### config.mk
export PLATFORM = sky130hd
export DESIGN_NAME = ram_trace_packetizer_flat
export DESIGN_NICKNAME = d
export VERILOG_FILES = /design/src/rtl/ram_trace_packetizer_pkg.sv /design/src/rtl/ram_trace_packetizer_if.sv /design/src/rtl/ram_trace_packetizer_fifo.sv /design/src/rtl/ram_trace_packetizer.sv /design/src/flat_wrapper.sv
export SDC_FILE = /design/constraint.sdc
export NUM_CORES = 1
export LEC_CHECK = 0
export ABC_AREA = 1
export ABC_CLOCK_PERIOD_IN_PS = 4700
export BUFFER_PORTS_ARGS = -buffer_cell sky130_fd_sc_hd__buf_2
export CAP_MARGIN = 20
export CORE_ASPECT_RATIO = 1.1
export CORE_MARGIN = 5
export CORE_UTILIZATION = 55
export DETAILED_ROUTE_END_ITERATION = 8
export GPL_TIMING_DRIVEN = 0
export MAX_ROUTING_LAYER = met4
export PLACE_DENSITY = 0.73
export REMOVE_ABC_BUFFERS = 1
export SLEW_MARGIN = 15
export SYNTH_ARGS = -nofsm -noshare
export SYNTH_HDL_FRONTEND = slang
export SYNTH_SLANG_ARGS = --single-unit
### constraint.sdc
create_clock -name mclk -period 4.7 [get_ports mclk]
set_input_delay 1.41 -clock mclk [delete_from_list [all_inputs] [get_ports mclk]]
set_output_delay 1.41 -clock mclk [all_outputs]
set_load 0.02 [all_outputs]
### src/rtl/ram_trace_packetizer_pkg.sv
// Shared constants for the RAM trace packetizer: packet type codes and
// default burst latencies used when configuring the tracer.
package ram_trace_packetizer_pkg;

    // Packet type codes carried on out_type
    localparam logic [1:0] PKT_ADDR  = 2'b00;
    localparam logic [1:0] PKT_READ  = 2'b01;
    localparam logic [1:0] PKT_WRITE = 2'b10;
    localparam logic [1:0] PKT_TS    = 2'b11;

    // Typical PSRAM latencies in RAM clocks
    localparam int unsigned DEF_RD_LAT = 4;
    localparam int unsigned DEF_WR_LAT = 3;

endpackage

### src/rtl/ram_trace_packetizer_if.sv
// Packet output stream of the tracer: ready/valid handshake with a 2-bit
// packet type and an ADDR_W-bit payload.
//   master: drives out_type, out_payload, out_valid; receives out_ready
//   slave : receives out_type, out_payload, out_valid; drives out_ready
interface ram_trace_packetizer_if #(
    parameter int unsigned ADDR_W = 23
);
    logic [1:0]        out_type;
    logic [ADDR_W-1:0] out_payload;
    logic              out_valid;
    logic              out_ready;

    modport master (
        output out_type,
        output out_payload,
        output out_valid,
        input  out_ready
    );

    modport slave (
        input  out_type,
        input  out_payload,
        input  out_valid,
        output out_ready
    );
endinterface

### src/rtl/ram_trace_packetizer_fifo.sv
// Synchronous FIFO with a registered head stage. Capacity is DEPTH entries
// counting the head register, so "full" reflects everything held.
// A push never bypasses to the head, giving a two-clock push-to-valid latency.
//   clk, rst   : clock, async active-high reset
//   push       : write push_data (caller guarantees !full || pop)
//   ready      : consumer accepts head when head_valid
//   full       : no free entry this cycle
//   head_valid : head register holds data
//   head_data  : registered head entry
module ram_trace_packetizer_fifo #(
    parameter int unsigned WIDTH = 25,
    parameter int unsigned DEPTH = 16
) (
    input  logic             clk,
    input  logic             rst,
    input  logic             push,
    input  logic [WIDTH-1:0] push_data,
    input  logic             ready,
    output logic             full,
    output logic             head_valid,
    output logic [WIDTH-1:0] head_data
);
    localparam int unsigned PTR_W = $clog2(DEPTH);
    localparam int unsigned CNT_W = PTR_W + 1;

    logic [WIDTH-1:0] mem_q [DEPTH];
    logic [PTR_W-1:0] wr_ptr_q, wr_ptr_d;
    logic [PTR_W-1:0] rd_ptr_q, rd_ptr_d;
    logic [CNT_W-1:0] mem_cnt_q, mem_cnt_d;
    logic             head_valid_q, head_valid_d;
    logic [WIDTH-1:0] head_q, head_d;
    logic             pop_c;
    logic             mem_pop_c;

    // Pointer, count and head-stage next state
    always_comb begin
        pop_c        = head_valid_q && ready;
        mem_pop_c    = (mem_cnt_q != '0) && (!head_valid_q || pop_c);
        full         = (mem_cnt_q + CNT_W'(head_valid_q)) == CNT_W'(DEPTH);
        wr_ptr_d     = push ? wr_ptr_q + PTR_W'(1) : wr_ptr_q;
        rd_ptr_d     = mem_pop_c ? rd_ptr_q + PTR_W'(1) : rd_ptr_q;
        mem_cnt_d    = mem_cnt_q + CNT_W'(push) - CNT_W'(mem_pop_c);
        head_valid_d = head_valid_q;
        head_d       = head_q;
        if (mem_pop_c) begin
            head_valid_d = 1'b1;
            head_d       = mem_q[rd_ptr_q];
        end else if (pop_c) begin
            head_valid_d = 1'b0;
        end
    end

    // Storage array needs no reset; occupancy is tracked by the counters
    always_ff @(posedge clk) begin
        if (push) begin
            mem_q[wr_ptr_q] <= push_data;
        end
    end

    always_ff @(posedge clk or posedge rst) begin
        if (rst) begin
            wr_ptr_q     <= '0;
            rd_ptr_q     <= '0;
            mem_cnt_q    <= '0;
            head_valid_q <= 1'b0;
            head_q       <= '0;
        end else begin
            wr_ptr_q     <= wr_ptr_d;
            rd_ptr_q     <= rd_ptr_d;
            mem_cnt_q    <= mem_cnt_d;
            head_valid_q <= head_valid_d;
            head_q       <= head_d;
        end
    end

    assign head_valid = head_valid_q;
    assign head_data  = head_q;
endmodule

### src/rtl/ram_trace_packetizer.sv
// Turns sampled PSRAM bus events into a time-stamped packet stream
// (address, write, read, timestamp) with an output FIFO and loss accounting.
//   mclk, reset          : clock, async active-high reset
//   cfg_enable/cfg_reads : trace enable, include read packets
//   cfg_rd_lat/wr_lat    : burst latencies in RAM clocks
//   s_*                  : sampler address/data/control and strobes
//   out_if (master)      : out_type/out_payload/out_valid/out_ready stream
//   drop_count, err_drop : saturating drop counter, per-drop pulse
//   burst_cycle          : current burst position
module ram_trace_packetizer
    import ram_trace_packetizer_pkg::*;
#(
    parameter int unsigned ADDR_W     = 23,
    parameter int unsigned DATA_W     = 16,
    parameter int unsigned BURST_W    = 8,
    parameter int unsigned FIFO_DEPTH = 16
) (
    input  logic                  mclk,
    input  logic                  reset,
    input  logic                  cfg_enable,
    input  logic                  cfg_reads,
    input  logic [BURST_W-1:0]    cfg_rd_lat,
    input  logic [BURST_W-1:0]    cfg_wr_lat,
    input  logic [ADDR_W-1:0]     s_a,
    input  logic [DATA_W-1:0]     s_d,
    input  logic [DATA_W-1:0]     s_nd,
    input  logic [DATA_W/8-1:0]   s_be,
    input  logic                  s_read,
    input  logic                  s_write,
    input  logic                  s_addr_latch,
    input  logic                  s_strobe,
    input  logic                  s_nstrobe,
    ram_trace_packetizer_if.master out_if,
    output logic [15:0]           drop_count,
    output logic                  err_drop,
    output logic [BURST_W-1:0]    burst_cycle
);
    localparam int unsigned BE_W  = DATA_W / 8;
    localparam int unsigned TS_W  = ADDR_W - DATA_W - BE_W;
    localparam int unsigned PKT_W = 2 + ADDR_W;
    localparam int unsigned BW1   = BURST_W + 1;
    localparam logic [ADDR_W-1:0] TS_MAX = ADDR_W'((64'd1 << TS_W) - 64'd1);

    logic [ADDR_W-1:0]  ts_q, ts_d;
    logic [BURST_W-1:0] burst_cycle_q, burst_cycle_d;
    logic [15:0]        drop_count_q, drop_count_d;
    logic               err_drop_q, err_drop_d;

    logic [TS_W-1:0]    ts5_c;
    logic [ADDR_W-1:0]  rem_c;
    logic [ADDR_W-1:0]  ts_inc_c;
    logic               wr_ok_c, rd_ok_c;
    logic               cand_c, is_data_c, is_ts_c;
    logic [PKT_W-1:0]   cand_pkt_c;
    logic               full_c, pop_c, accept_c, drop_c;
    logic               head_valid;
    logic [PKT_W-1:0]   head_data;

    // Candidate packet selection, timestamp bookkeeping and drop accounting
    always_comb begin
        ts5_c      = (ts_q > TS_MAX) ? TS_MAX[TS_W-1:0] : ts_q[TS_W-1:0];
        rem_c      = ts_q - ADDR_W'(ts5_c);
        ts_inc_c   = (s_strobe && (ts_q != '1)) ? ts_q + ADDR_W'(1) : ts_q;
        // burst_cycle >= wr_lat-1 evaluated without underflow
        wr_ok_c    = ({1'b0, burst_cycle_q} + BW1'(1)) >= {1'b0, cfg_wr_lat};
        rd_ok_c    = burst_cycle_q >= cfg_rd_lat;
        cand_c     = 1'b0;
        is_data_c  = 1'b0;
        is_ts_c    = 1'b0;
        cand_pkt_c = '0;
        if (cfg_enable) begin
            if (s_strobe && s_addr_latch) begin
                cand_c     = 1'b1;
                cand_pkt_c = {PKT_ADDR, s_a};
            end else if (s_strobe && s_write && wr_ok_c) begin
                cand_c     = 1'b1;
                is_data_c  = 1'b1;
                cand_pkt_c = {PKT_WRITE, ts5_c, s_be, s_d};
            end else if (cfg_reads && s_nstrobe && s_read && rd_ok_c) begin
                cand_c     = 1'b1;
                is_data_c  = 1'b1;
                cand_pkt_c = {PKT_READ, ts5_c, s_be, s_nd};
            end else if (s_strobe && (burst_cycle_q == BURST_W'(1)) && (rem_c != '0)) begin
                cand_c     = 1'b1;
                is_ts_c    = 1'b1;
                cand_pkt_c = {PKT_TS, ts_q};
            end
        end

        // A full FIFO still accepts when the head leaves this cycle
        pop_c    = head_valid && out_if.out_ready;
        accept_c = cand_c && (!full_c || pop_c);
        drop_c   = cand_c && !accept_c;

        // Dropped data/TS packets keep their time so it reappears later
        ts_d = ts_q;
        if (cfg_enable) begin
            ts_d = ts_inc_c;
            if (is_data_c && accept_c) begin
                ts_d = rem_c;
            end else if (is_ts_c) begin
                ts_d = accept_c ? '0 : ts_q;
            end
        end

        burst_cycle_d = burst_cycle_q;
        if (s_strobe) begin
            if (s_addr_latch) begin
                burst_cycle_d = '0;
            end else if ((s_read || s_write) && (burst_cycle_q != '1)) begin
                burst_cycle_d = burst_cycle_q + BURST_W'(1);
            end
        end

        drop_count_d = drop_count_q;
        if (drop_c && (drop_count_q != 16'hFFFF)) begin
            drop_count_d = drop_count_q + 16'd1;
        end
        err_drop_d = drop_c;
    end

    always_ff @(posedge mclk or posedge reset) begin
        if (reset) begin
            ts_q          <= '0;
            burst_cycle_q <= '0;
            drop_count_q  <= '0;
            err_drop_q    <= 1'b0;
        end else begin
            ts_q          <= ts_d;
            burst_cycle_q <= burst_cycle_d;
            drop_count_q  <= drop_count_d;
            err_drop_q    <= err_drop_d;
        end
    end

    ram_trace_packetizer_fifo #(
        .WIDTH (PKT_W),
        .DEPTH (FIFO_DEPTH)
    ) u_fifo (
        .clk        (mclk),
        .rst        (reset),
        .push       (accept_c),
        .push_data  (cand_pkt_c),
        .ready      (out_if.out_ready),
        .full       (full_c),
        .head_valid (head_valid),
        .head_data  (head_data)
    );

    assign out_if.out_valid   = head_valid;
    assign out_if.out_type    = head_data[PKT_W-1 -: 2];
    assign out_if.out_payload = head_data[ADDR_W-1:0];
    assign drop_count         = drop_count_q;
    assign err_drop           = err_drop_q;
    assign burst_cycle        = burst_cycle_q;
endmodule
### src/flat_wrapper.sv
// flat-port wrapper written by rule: the top's interface ports become plain ports
module ram_trace_packetizer_flat import ram_trace_packetizer_pkg::*;
#(
    parameter int unsigned ADDR_W     = 23,
    parameter int unsigned DATA_W     = 16,
    parameter int unsigned BURST_W    = 8,
    parameter int unsigned FIFO_DEPTH = 16
)
  (mclk, reset, cfg_enable, cfg_reads, cfg_rd_lat, cfg_wr_lat, s_a, s_d, s_nd, s_be, s_read, s_write, s_addr_latch, s_strobe, s_nstrobe, drop_count, err_drop, burst_cycle, out_if_out_type, out_if_out_payload, out_if_out_valid, out_if_out_ready);
  ram_trace_packetizer_if #(.ADDR_W(ADDR_W)) out_if_i ();
  input  logic mclk;
  input  logic reset;
  input  logic cfg_enable;
  input  logic cfg_reads;
  input  logic [BURST_W-1:0] cfg_rd_lat;
  input  logic [BURST_W-1:0] cfg_wr_lat;
  input  logic [ADDR_W-1:0] s_a;
  input  logic [DATA_W-1:0] s_d;
  input  logic [DATA_W-1:0] s_nd;
  input  logic [DATA_W/8-1:0] s_be;
  input  logic s_read;
  input  logic s_write;
  input  logic s_addr_latch;
  input  logic s_strobe;
  input  logic s_nstrobe;
  output logic [15:0] drop_count;
  output logic err_drop;
  output logic [BURST_W-1:0] burst_cycle;
  output wire logic [$bits(out_if_i.out_type)-1:0] out_if_out_type;
  output wire logic [$bits(out_if_i.out_payload)-1:0] out_if_out_payload;
  output wire logic [$bits(out_if_i.out_valid)-1:0] out_if_out_valid;
  input wire logic [$bits(out_if_i.out_ready)-1:0] out_if_out_ready;
  assign out_if_out_type = out_if_i.out_type;
  assign out_if_out_payload = out_if_i.out_payload;
  assign out_if_out_valid = out_if_i.out_valid;
  assign out_if_i.out_ready = out_if_out_ready;
  ram_trace_packetizer #(.ADDR_W(ADDR_W), .DATA_W(DATA_W), .BURST_W(BURST_W), .FIFO_DEPTH(FIFO_DEPTH)) u_core (.mclk(mclk), .reset(reset), .cfg_enable(cfg_enable), .cfg_reads(cfg_reads), .cfg_rd_lat(cfg_rd_lat), .cfg_wr_lat(cfg_wr_lat), .s_a(s_a), .s_d(s_d), .s_nd(s_nd), .s_be(s_be), .s_read(s_read), .s_write(s_write), .s_addr_latch(s_addr_latch), .s_strobe(s_strobe), .s_nstrobe(s_nstrobe), .out_if(out_if_i), .drop_count(drop_count), .err_drop(err_drop), .burst_cycle(burst_cycle));
endmodule
==> results.toml, run 1 <==
[run_status]
status = "complete, no violations"

[final_layout]
drive_above_1_share_pct = 15.5
post-route-util_pct = 65.3
nFillCells = 3113
final_net_count = 2469
areaGrowthSynthToFinish_pct = 17.0

[synthesis]
synth-edff-count = 400
ys.flop_type = "edfxtp_1"
netlist_instances = 2220
synth_top_area_share_pct = 53.2
synthTopCellsByCount = "nand2_1, edfxtp_1, nor2_1, o21ai_0, inv_1"
yosysTopAreaCell = "edfxtp_1"
synth_area_mm2 = 0.0226
synthArstFlopShare_pct = 17.9
ys_ff_latch = 487
yosysWarningCount = 0
syn_avg_cell_area_um2 = 10.2
synth_area_leaders = "edfxtp_1, dfrtp_1, nand2_1"
synthMostInstantiatedCell = "nand2_1"
ys_types = 42
ys_seq_area_share_pct = 62.8

[grt]
antenna_found_initial = 1
grt_pass1_vias = 16895
overflow = 0
grt_max_degree = 147
grt_pass1_wl_um = 94300
grt_usage_pct = 27.4

[critical_path]
r2r-end = "u_core.u_fifo.mem_cnt_q[4]"
worst_setup_path_start_kind = "input pin"
cp.required_ns = 5.20
r2r_slack_ns = 0.22
path_cells = "buf_2 > inv_1 > ha_1 > nand2_1 > nor2_1 > nand4_1 > o2111ai_1 > nand4_1 > clkinvlp_4 > nor2_1 > nor2_1 > nand4_4 > nand2_4 > nand2_1 > nand2_1"
worst_path_largest_cell_delay_ns = 0.62
crit_type = "in2reg"
cp_num_buf_inv = 3
critical_path.top_delay_family = "simple AND/OR/NAND/NOR gates"
cp_max_fo = 47
end_kind = "register"
arrival_ns = 5.05
r2r_start = "u_core.ts_q[0]"
reg2reg_depth = 31
cpMaxStageDelayCell = "nand4_4"

[route]
num_vias = 17088
viasPerCell = 5.89
detail_route.iter0.violations = 1741
ant_nets = 0
wire_per_inst_um = 21.0
drc = 0
routed_wl_um = 61000
drt_pass1_iterations = 6

[worst_hold_path]
holdPathStages = 2
min_from = "u_core.u_fifo.head_data[18]"
hp-class = "reg2reg"
min_to = "u_core.u_fifo.head_data[18]"

[sta]
fin_crit_ns = 4.55
skew_ns = 0.0253
setup_viol = 0
finalMaxSlewViolations = 0
slew_headroom_pct = 29.1
fmax_ghz = 0.220
finalSetupTns_ns = 0
hold_ws_ns = 0.472
tightest_slew_ns = 1.06
hold_viol = 0
min_period_over_period_pct = 96.8

[die]
fp.dieH_um = 223
fp.dieW_um = 203
top_level_ports = 134
core-area_mm2 = 0.0405
initial_core_util_pct = 55.8
fp.dieArea_mm2 = 0.0452
rows = 77

[cts]
clk_latency_ns = 0.58
clock_sinks = 487
clkTransAtPathRegs_ns = 0.06
hold_buffers = 0
clockBufferDepth = 3
numCtsBuffers = 47
cts_tree = "built"
cts.root.buffer_cell = "clkbuf_16"
cts.htree.levels = 2

[pwr]
p_per_area_mw_per_mm2 = 498
total_power_mw = 13.2
leakage_nw = 10.6
max-vdd-ir-drop_v = 0.000325

[flow_run]
drv_cap = 0

[place]
dpl.hpwl_um = 37500
portBuffers = 133
place.gp.congestion = 0.939
-- placed cells by master, fill, tap and decap left out, types with 5 or more instances in the layout --
cell / Yosys / routed
buf_16: 0 / 20
buf_6: 7 / 5
dfrtp_2: 0 / 6
nor2_2: 10 / 12
o221ai_1: 6 / 6
dfrtp_1: 87 / 79
nand3_4: 4 / 5
edfxtp_1: 400 / 400
nor2_4: 3 / 27
o32ai_1: 6 / 6
buf_2: 18 / 133
xnor2_1: 8 / 8
clkinv_1: 2 / 5
o21ai_0: 291 / 290
a311oi_2: 0 / 16
buf_4: 6 / 30
clkinv_2: 0 / 9
nand2_1: 410 / 409
nand2_4: 4 / 5
nor2_1: 327 / 301
ha_1: 36 / 35
nor4_1: 6 / 6
a21oi_1: 21 / 19
xor2_1: 38 / 38
clkbuf_16: 0 / 49
o22ai_1: 117 / 117
buf_12: 0 / 19
nand3_1: 68 / 68
nor3_1: 26 / 25
clkbuf_1: 88 / 13
nand4_1: 23 / 23
inv_1: 161 / 157
-- logic make-up after synthesis --
logic type	after synthesis	synth area share (%)
and+or+nand+nor	890	16.4
DFF	487	62.8
buffers and inverters	293	5.30
xor gates and xnor gates	46	1.78
AOI/OAI and AO/OA	467	11.7
adders and majority gates	37	2.08
-- how the worst max path moves through the flow --
stage | from | endpoint | slack (ns) | cells after the start
finish | cfg_rd_lat[7] | u_core.ts_q[18] | 0.15 | 15
global route | s_strobe | u_core.ts_q[18] | -0.02 | 13
CTS | u_core.ts_q[1] | u_core.u_fifo.mem_cnt_q[4] | -0.005 | 28
detailed placement | cfg_wr_lat[2] | u_core.u_fifo.mem_cnt_q[4] | -1.21 | 23
global placement | u_core.u_fifo.rd_ptr_q[0] | u_core.u_fifo.head_data[19] | -8.74 | 7
floorplan | u_core.u_fifo.rd_ptr_q[0] | u_core.u_fifo.head_data[9] | -2.79 | 7
-- cell type report --
type / instances / area (um^2) / area share (%)
Sequential cell: 487 / 14200 / 53.7
Tap cell: 513 / 642 / 2.43
Timing Repair Buffer: 207 / 1880 / 7.10
Inverter: 166 / 642 / 2.43
Multi-Input combinational cell: 1440 / 7540 / 28.5
Clock inverter: 21 / 213 / 0.804
Clock buffer: 65 / 1320 / 4.98
Antenna cell: 1 / 2.50 / 0.00946
-- stage by stage --
stage          setup WS, ns  instances  area [um^2]
5_1_grt             -0.0216       2900        26400
2_1_floorplan         -2.79       2093        22000
4_1_cts            -0.00466       2888        26300
6_report              0.153       2900        26400
3_3_place_gp          -8.74       2739        23300
3_5_place_dp          -1.21       2781        24400
-- layer usage --
| layer | vias up | wire, um | GRT usage (%) |
|---|---|---|---|
| li1 | 7980 | - | - |
| met1 | 8139 | 24200 | 35.9 |
| met2 | 812 | 29600 | 43.9 |
| met3 | 157 | 5030 | 4.17 |
| met4 | 0 | 2240 | 10.5 |
| met5 | - | 0 | - |
-- registers in the layout, indices dropped and copies added (netlist names), 4 cells and up --
name                     count
u_core.u_fifo.mem_cnt_q      5
u_core.drop_count           16
u_core.u_fifo.wr_ptr_q       4
u_core.ts_q                 23
u_core.burst_cycle           8
u_core.u_fifo.head_data     25
u_core.u_fifo.mem_q        400
u_core.u_fifo.rd_ptr_q       4
-- what timing repair did --
action                     4_1_cts  5_1_grt
gates cloned                     0        0
pin swaps                       13        1
gates resized for setup          6       22
buffers inserted                21        9
setup endpoints to repair      526      352
-- power by group --
part / switching, mW / internal [mW] / total [mW] / leakage (nW)
Combinational: 2.67 / 1.38 / 4.05 / 5.03
Clock: 1.60 / 2.18 / 3.78 / 0.748
Sequential: 0.380 / 4.96 / 5.34 / 4.83
Total: 4.65 / 8.52 / 13.2 / 10.6
-- worst register-to-register path, delay by kind of cell (launching register included) --
family | cells | cell delay, ns
buffers and inverters | 5 | 0.29
adder cells (fa/ha/maj) | 5 | 1.27
flip-flops | 1 | 0.42
AO/OA/AOI/OAI | 2 | 0.24
AND/OR/NAND/NOR | 18 | 2.02
XOR/XNOR | 1 | 0.14
No activity file was read; power rests on OpenSTA's default activity.
==> inputs of run 2 (changes only) <==
--- a/config.mk
+++ b/config.mk
@@ -20,4 +20,5 @@
 export SLEW_MARGIN = 15
 export SYNTH_ARGS = -nofsm -noshare
 export SYNTH_HDL_FRONTEND = slang
+export SYNTH_HIERARCHICAL = 1
 export SYNTH_SLANG_ARGS = --single-unit
==> results.toml, run 2 <==
[sta]
fmax_ghz = 0.220
finalSetupTns_ns = 0
hold_viol = 0
setup_viol = 0
skew_ns = 0.0146
tightest_slew_ns = 1.20
slew_headroom_pct = 19.7
min_period_over_period_pct = 96.6
finalMaxSlewViolations = 0
fin_crit_ns = 4.54

[grt]
overflow = 0
grt_pass1_vias = 17443
grt_max_degree = 145
antenna_found_initial = 0
use_met2_pct = 46.2
grt_usage_pct = 28.3
met3_usage_pct = 4.02
grt_pass1_wl_um = 98600
busiest_layer = "met2"
met1_usage_pct = 36.3

[critical_path]
r2r_slack_ns = 0.16
cpMaxStageDelayCell = "dfrtp_1"
worst_path_most_repeated_cell = "nand2_1"
r2r_start = "u_core/ts_q[15]"
worst_path_largest_cell_delay_ns = 0.54
reg2reg_depth = 24
path_cells = "nor2_8 > nand2_2 > nor2_2 > nand3_4 > nand2_2 > inv_2 > nand2_1 > ha_4 > nand3_4 > nand2_1 > nand2_1 > nand2_1 > nor2_1 > nand2_1 > nor2_1 > nand3_4 > nand2_8 > nand2_8 > nand2_4 > nor2_4 > buf_4 > nand2_1 > nor2_4 > buf_16"
cp_max_fo = 19
r2r-end = "u_core/u_fifo/mem_q[7][14]"
end_kind = "register"
arrival_ns = 4.82
cp.required_ns = 4.98
worst_setup_path_start_kind = "register"
crit_type = "reg2reg"

[cts]
clk_latency_ns = 0.58
cts.root.buffer_cell = "clkbuf_16"
clockBufferDepth = 3
hold_buffers = 0
numCtsBuffers = 48
cts_tree = "built"
clock_sinks = 487
clkTransAtPathRegs_ns = 0.06
cts.htree.levels = 2

[route]
wire_per_inst_um = 20.6
viasPerCell = 5.70
num_vias = 18112
drt_pass1_iterations = 6
detail_route.iter0.violations = 1711
ant_nets = 0
routed_wl_um = 65400
drc = 0

[synthesis]
synth-edff-count = 400
synthMostInstantiatedCell = "nand2_1"
synth_area_leaders = "edfxtp_1, nand2_1, dfrtp_1"
synth_area_mm2 = 0.0234
ys_types = 48
syn_avg_cell_area_um2 = 9.64
yosysWarningCount = 6
ys_ff_latch = 487
synthTopCellsByCount = "nand2_1, edfxtp_1, nand3_1, inv_1, dfrtp_1"
synth_top_area_share_pct = 51.3
yosysTopAreaCell = "edfxtp_1"
netlist_instances = 2428
ys_seq_area_share_pct = 60.6
ys.flop_type = "edfxtp_1"
synthArstFlopShare_pct = 17.9

[worst_hold_path]
min_to = "u_core/u_fifo/head_data[1]"
min_from = "u_core/u_fifo/head_data[1]"
hp-class = "reg2reg"
holdPathStages = 2

[flow_run]
drv_cap = 0

[place]
place.gp.congestion = 0.918
portBuffers = 133
dpl.hpwl_um = 39200
numPlacedInstances = 3038

[die]
fp.dieW_um = 207
initial_core_util_pct = 55.5
core-area_mm2 = 0.0422
fp.dieArea_mm2 = 0.0468
rows = 79
fp.dieH_um = 226
top_level_ports = 134

[final_layout]
areaGrowthSynthToFinish_pct = 16.5
final_cells = 3180
drive_above_1_share_pct = 16.4
largest_reg_flops = 400
layout_common_cells = "nand2_1, edfxtp_1, nand3_1"
largest-register = "u_core/u_fifo/mem_q"
layout_commonest_cell = "nand2_1"
final_net_count = 2695
diodes = 0

[pwr]
max-vdd-ir-drop_v = 0.000346
p_per_area_mw_per_mm2 = 495
leakage_nw = 11.8

[run_status]
status = "complete, no violations"
run 2: cell types whose count changed after synthesis, moves of 13 or more:
cell	delta
a311oi_1	-16
nand3_1	+254
nand2_1	+486
o22ai_1	-111
nor2_1	-252
o21ai_0	-236
nor3_1	-13
o211ai_1	+14
clkbuf_1	-49
a21oi_1	+41
buf_2	+36
run 2: area by class of cell:
| class | instances | area [um^2] |
|---|---|---|
| timing repair buffer | 215 | 1930 |
| sequential | 487 | 14200 |
| clock buffer | 62 | 1310 |
| inverter | 176 | 689 |
| clock inverter | 26 | 223 |
| fill | 3259 | 14900 |
| multi-input combinational | 1647 | 8230 |
| tap | 567 | 709 |
run 2: cell families (layout without fill, tap and decap cells):
kind of cell | Yosys count | after routing | synth area share (%)
compound gates | 157 | 157 | 3.77
xor+xnor | 45 | 45 | 1.72
fa+ha+maj | 37 | 37 | 2.01
buf+inv | 299 | 479 | 5.67
flops | 487 | 487 | 60.6
simple gates | 1403 | 1408 | 26.2
run 2: repair_timing:
item,in CTS,in global routing
setup buffers,30,16
pin swaps,20,7
gates cloned,3,2
endpoints found under the setup margin,507,498
hold endpoints to repair,0,0
resized for setup,12,13
run 2: through the flow:
stage	setup WS [ns]	instance area [um^2]	utilization, %	total power [mW]	hold slack (ns)
floorplan	-1.98	22800	-	8.17	0.493
global placement	-7.37	24100	57.2	9.39	0.457
detailed placement	-1.54	25000	59.3	9.62	0.460
CTS	0.0162	27000	64.0	13.4	0.476
global route	-0.00418	27300	64.6	14.2	0.495
finish	0.160	27300	64.6	13.5	0.473
run 2: worst max path at each step:
stage | start | end | slack (ns) | depth (start not counted)
final | u_core/ts_q[15] | u_core/u_fifo/mem_q[7][14] | 0.16 | 24
after global routing | u_core/ts_q[13] | u_core/u_fifo/mem_q[7][14] | -0.004 | 24
after CTS | u_core/ts_q[1] | u_core/u_fifo/mem_q[4][8] | 0.02 | 22
after detailed placement | cfg_rd_lat[7] | u_core/u_fifo/mem_q[15][14] | -1.54 | 16
after global placement | u_core/u_fifo/rd_ptr_q[0] | u_core/u_fifo/head_data[18] | -7.37 | 9
after floorplan | u_core/u_fifo/rd_ptr_q[0] | u_core/u_fifo/head_data[14] | -1.98 | 9
run 2: where the power goes:
part | internal (mW) | total, mW | leakage [nW] | switching [mW]
Sequential | 4.98 | 5.38 | 4.83 | 0.406
Combinational | 1.37 | 4.35 | 6.22 | 2.98
Clock | 2.13 | 3.77 | 0.753 | 1.63
Total | 8.49 | 13.5 | 11.8 | 5.02
run 2: layer usage:
metal / routed length, um / share of wire, % / vias up
li1: - / - / 8422
met1: 25500 / 39 / 8652
met2: 32300 / 49 / 840
met3: 4880 / 7.5 / 198
met4: 2630 / 4.0 / 0
met5: 0 / 0 / -
run 2: worst max-delay path: cells and delay by family (launching register included):
kind          cells  cell delay [ns]
flops             1             0.54
simple gates     20             2.99
buf+inv           3             0.45
fa+ha+maj         1             0.22
==> inputs of run 3 (changes only) <==
==> constraint.sdc (replaced) <==
create_clock -name mclk -period 4.7 [get_ports mclk]
set_input_delay 0.94 -clock mclk [delete_from_list [all_inputs] [get_ports mclk]]
set_output_delay 0.94 -clock mclk [all_outputs]
set_load 0.02 [all_outputs]
==> results.toml, run 3 (synthesis gave the netlist of run 2 again) <==
[run_status]
status = "complete, no violations"

[sta]
hold_viol = 0
finalMaxSlewViolations = 0
fin_crit_ns = 4.54
min_period_over_period_pct = 96.7
fmax_ghz = 0.220
skew_ns = 0.0155
tightest_slew_ns = 1.19
slew_headroom_pct = 19.7
setup_viol = 0

[grt]
antenna_found_initial = 0
busiest_layer = "met2"
use_met2_pct = 46.3
met3_usage_pct = 4.03
grt_usage_pct = 28.3
overflow = 0
grt_pass1_wl_um = 98600
grt_max_degree = 145
grt_pass1_vias = 17437
met1_usage_pct = 36.3

[place]
place_area_mm2 = 0.0250
numPlacedInstances = 3038
dpl.hpwl_um = 39200
portBuffers = 133
place.gp.congestion = 0.918

[critical_path]
arrival_ns = 4.83
r2r_slack_ns = 0.16
r2r-end = "u_core/u_fifo/mem_q[7][14]"
end_kind = "register"
crit_type = "reg2reg"
r2r_start = "u_core/ts_q[15]"
path_depth = 24
critical_path.top_delay_family = "simple AND/OR/NAND/NOR gates"
cp_max_fo = 19
worst_path_most_repeated_cell = "nand2_1"
reg2reg_depth = 24
cp-endpoint = "u_core/u_fifo/mem_q[7][14]"
crit_start = "u_core/ts_q[15]"
path_cells = "nor2_8 > nand2_2 > nor2_2 > nand3_4 > nand2_2 > inv_2 > nand2_1 > ha_4 > nand3_4 > nand2_1 > nand2_1 > nand2_1 > nor2_1 > nand2_1 > nor2_1 > nand3_4 > nand2_8 > nand2_8 > nand2_4 > nor2_4 > buf_4 > nand2_1 > nor2_4 > buf_16"
cp.required_ns = 4.98
cpMaxStageDelayCell = "dfrtp_1"
worst_setup_path_start_kind = "register"
worst_path_largest_cell_delay_ns = 0.53
cp_num_buf_inv = 3

[cts]
clockBufferDepth = 3
cts.htree.levels = 2
clock_sinks = 487
hold_buffers = 0
clkTransAtPathRegs_ns = 0.07
clk_latency_ns = 0.58
numCtsBuffers = 48
cts.root.buffer_cell = "clkbuf_16"
cts_tree = "built"

[final_layout]
layout_common_cells = "nand2_1, edfxtp_1, nand3_1"
final_net_count = 2695
diodes = 0
largest-register = "u_core/u_fifo/mem_q"
largest_reg_flops = 400
design_area_mm2 = 0.0273
areaGrowthSynthToFinish_pct = 16.5
register_area_mm2 = 0.0142
drive_above_1_share_pct = 16.4
final_cells = 3180
nFillCells = 3259
layout_commonest_cell = "nand2_1"
post-route-util_pct = 64.6
multi_input_area_mm2 = 0.00823

[die]
fp.dieH_um = 226
top_level_ports = 134
fp.dieW_um = 207
initial_core_util_pct = 55.5
rows = 79
fp.dieArea_mm2 = 0.0468
core-area_mm2 = 0.0422

[route]
viasPerCell = 5.71
num_vias = 18169
ant_nets = 0
routed_wl_um = 65200
drt_pass1_iterations = 6
detail_route.iter0.violations = 1618
drc = 0
wire_per_inst_um = 20.5

[pwr]
max-vdd-ir-drop_v = 0.000344
leakage_nw = 11.8
p_per_area_mw_per_mm2 = 495

[worst_hold_path]
hp-class = "in2async"

[flow_run]
drv_cap = 0
## run 3: cell counts in the layout (fill, tap and decap cells not counted)
Identical to the previous run, type by type.
## run 3: where the power goes
part           internal, mW  leakage [nW]  total, mW  switching, mW
clock                  2.13         0.753       3.77           1.63
combinational          1.37          6.22       4.35           2.98
sequential             4.98          4.83       5.38          0.406
total                  8.49          11.8       13.5           5.02
## run 3: repair_timing
item,CTS,global route
resized for setup,12,13
buffers inserted,30,16
gates cloned,3,2
setup endpoints to repair,507,498
hold endpoints to repair,0,0
pin swaps,20,7
## run 3: how the worst min path moves through the flow
stage                                      from  slack (ns)                           to
floorplan                        u_core/ts_q[0]        0.49               u_core/ts_q[0]
global placement     u_core/u_fifo/head_data[7]        0.46   u_core/u_fifo/head_data[7]
detailed placement  u_core/u_fifo/head_data[18]        0.46  u_core/u_fifo/head_data[18]
CTS                                       reset        0.33    u_core/u_fifo/wr_ptr_q[3]
global route                              reset        0.36    u_core/u_fifo/wr_ptr_q[2]
finish                                    reset        0.34    u_core/u_fifo/wr_ptr_q[3]
## run 3: area by class of cell
| type | count | area share [%] |
|---|---|---|
| inverter | 176 | 2.53 |
| sequential | 487 | 52.1 |
| timing repair buffer | 215 | 7.07 |
| tap | 567 | 2.60 |
| clock inverter | 26 | 0.816 |
| multi-input combinational | 1647 | 30.2 |
| clock buffer | 62 | 4.78 |
## run 3: per-stage QoR
step | worst slack (ns) | TNS [ns] | hold slack (ns) | total power, mW
floorplan | -1.98 | -78.13 | 0.493 | 8.17
global placement | -7.37 | -1219.61 | 0.457 | 9.39
detailed placement | -1.07 | -378.36 | 0.460 | 9.62
CTS | 0.0224 | 0 | 0.332 | 13.4
global route | -0.00418 | -0.00549 | 0.361 | 14.2
finish | 0.156 | 0 | 0.345 | 13.5
## run 3: worst register-to-register path, cell delays in order (launching register included)
cell	delay [ns]
dfrtp_1	0.53
nor2_8	0.18
nand2_2	0.08
nor2_2	0.21
nand3_4	0.18
nand2_2	0.15
inv_2	0.09
nand2_1	0.13
ha_4	0.23
nand3_4	0.18
nand2_1	0.11
nand2_1	0.05
nand2_1	0.18
nor2_1	0.06
nand2_1	0.07
nor2_1	0.06
nand3_4	0.16
nand2_8	0.14
nand2_8	0.19
nand2_4	0.10
nor2_4	0.19
buf_4	0.15
nand2_1	0.27
nor2_4	0.33
buf_16	0.21
## run 3: per-layer routing
| layer | wire, um | part of all wire (%) | vias up |
|---|---|---|---|
| met4 | 2650 | 4.1 | 0 |
| met2 | 32100 | 49 | 908 |
| met5 | 0 | 0 | - |
| met1 | 25200 | 39 | 8638 |
| met3 | 5220 | 8.0 | 203 |
| li1 | - | - | 8420 |
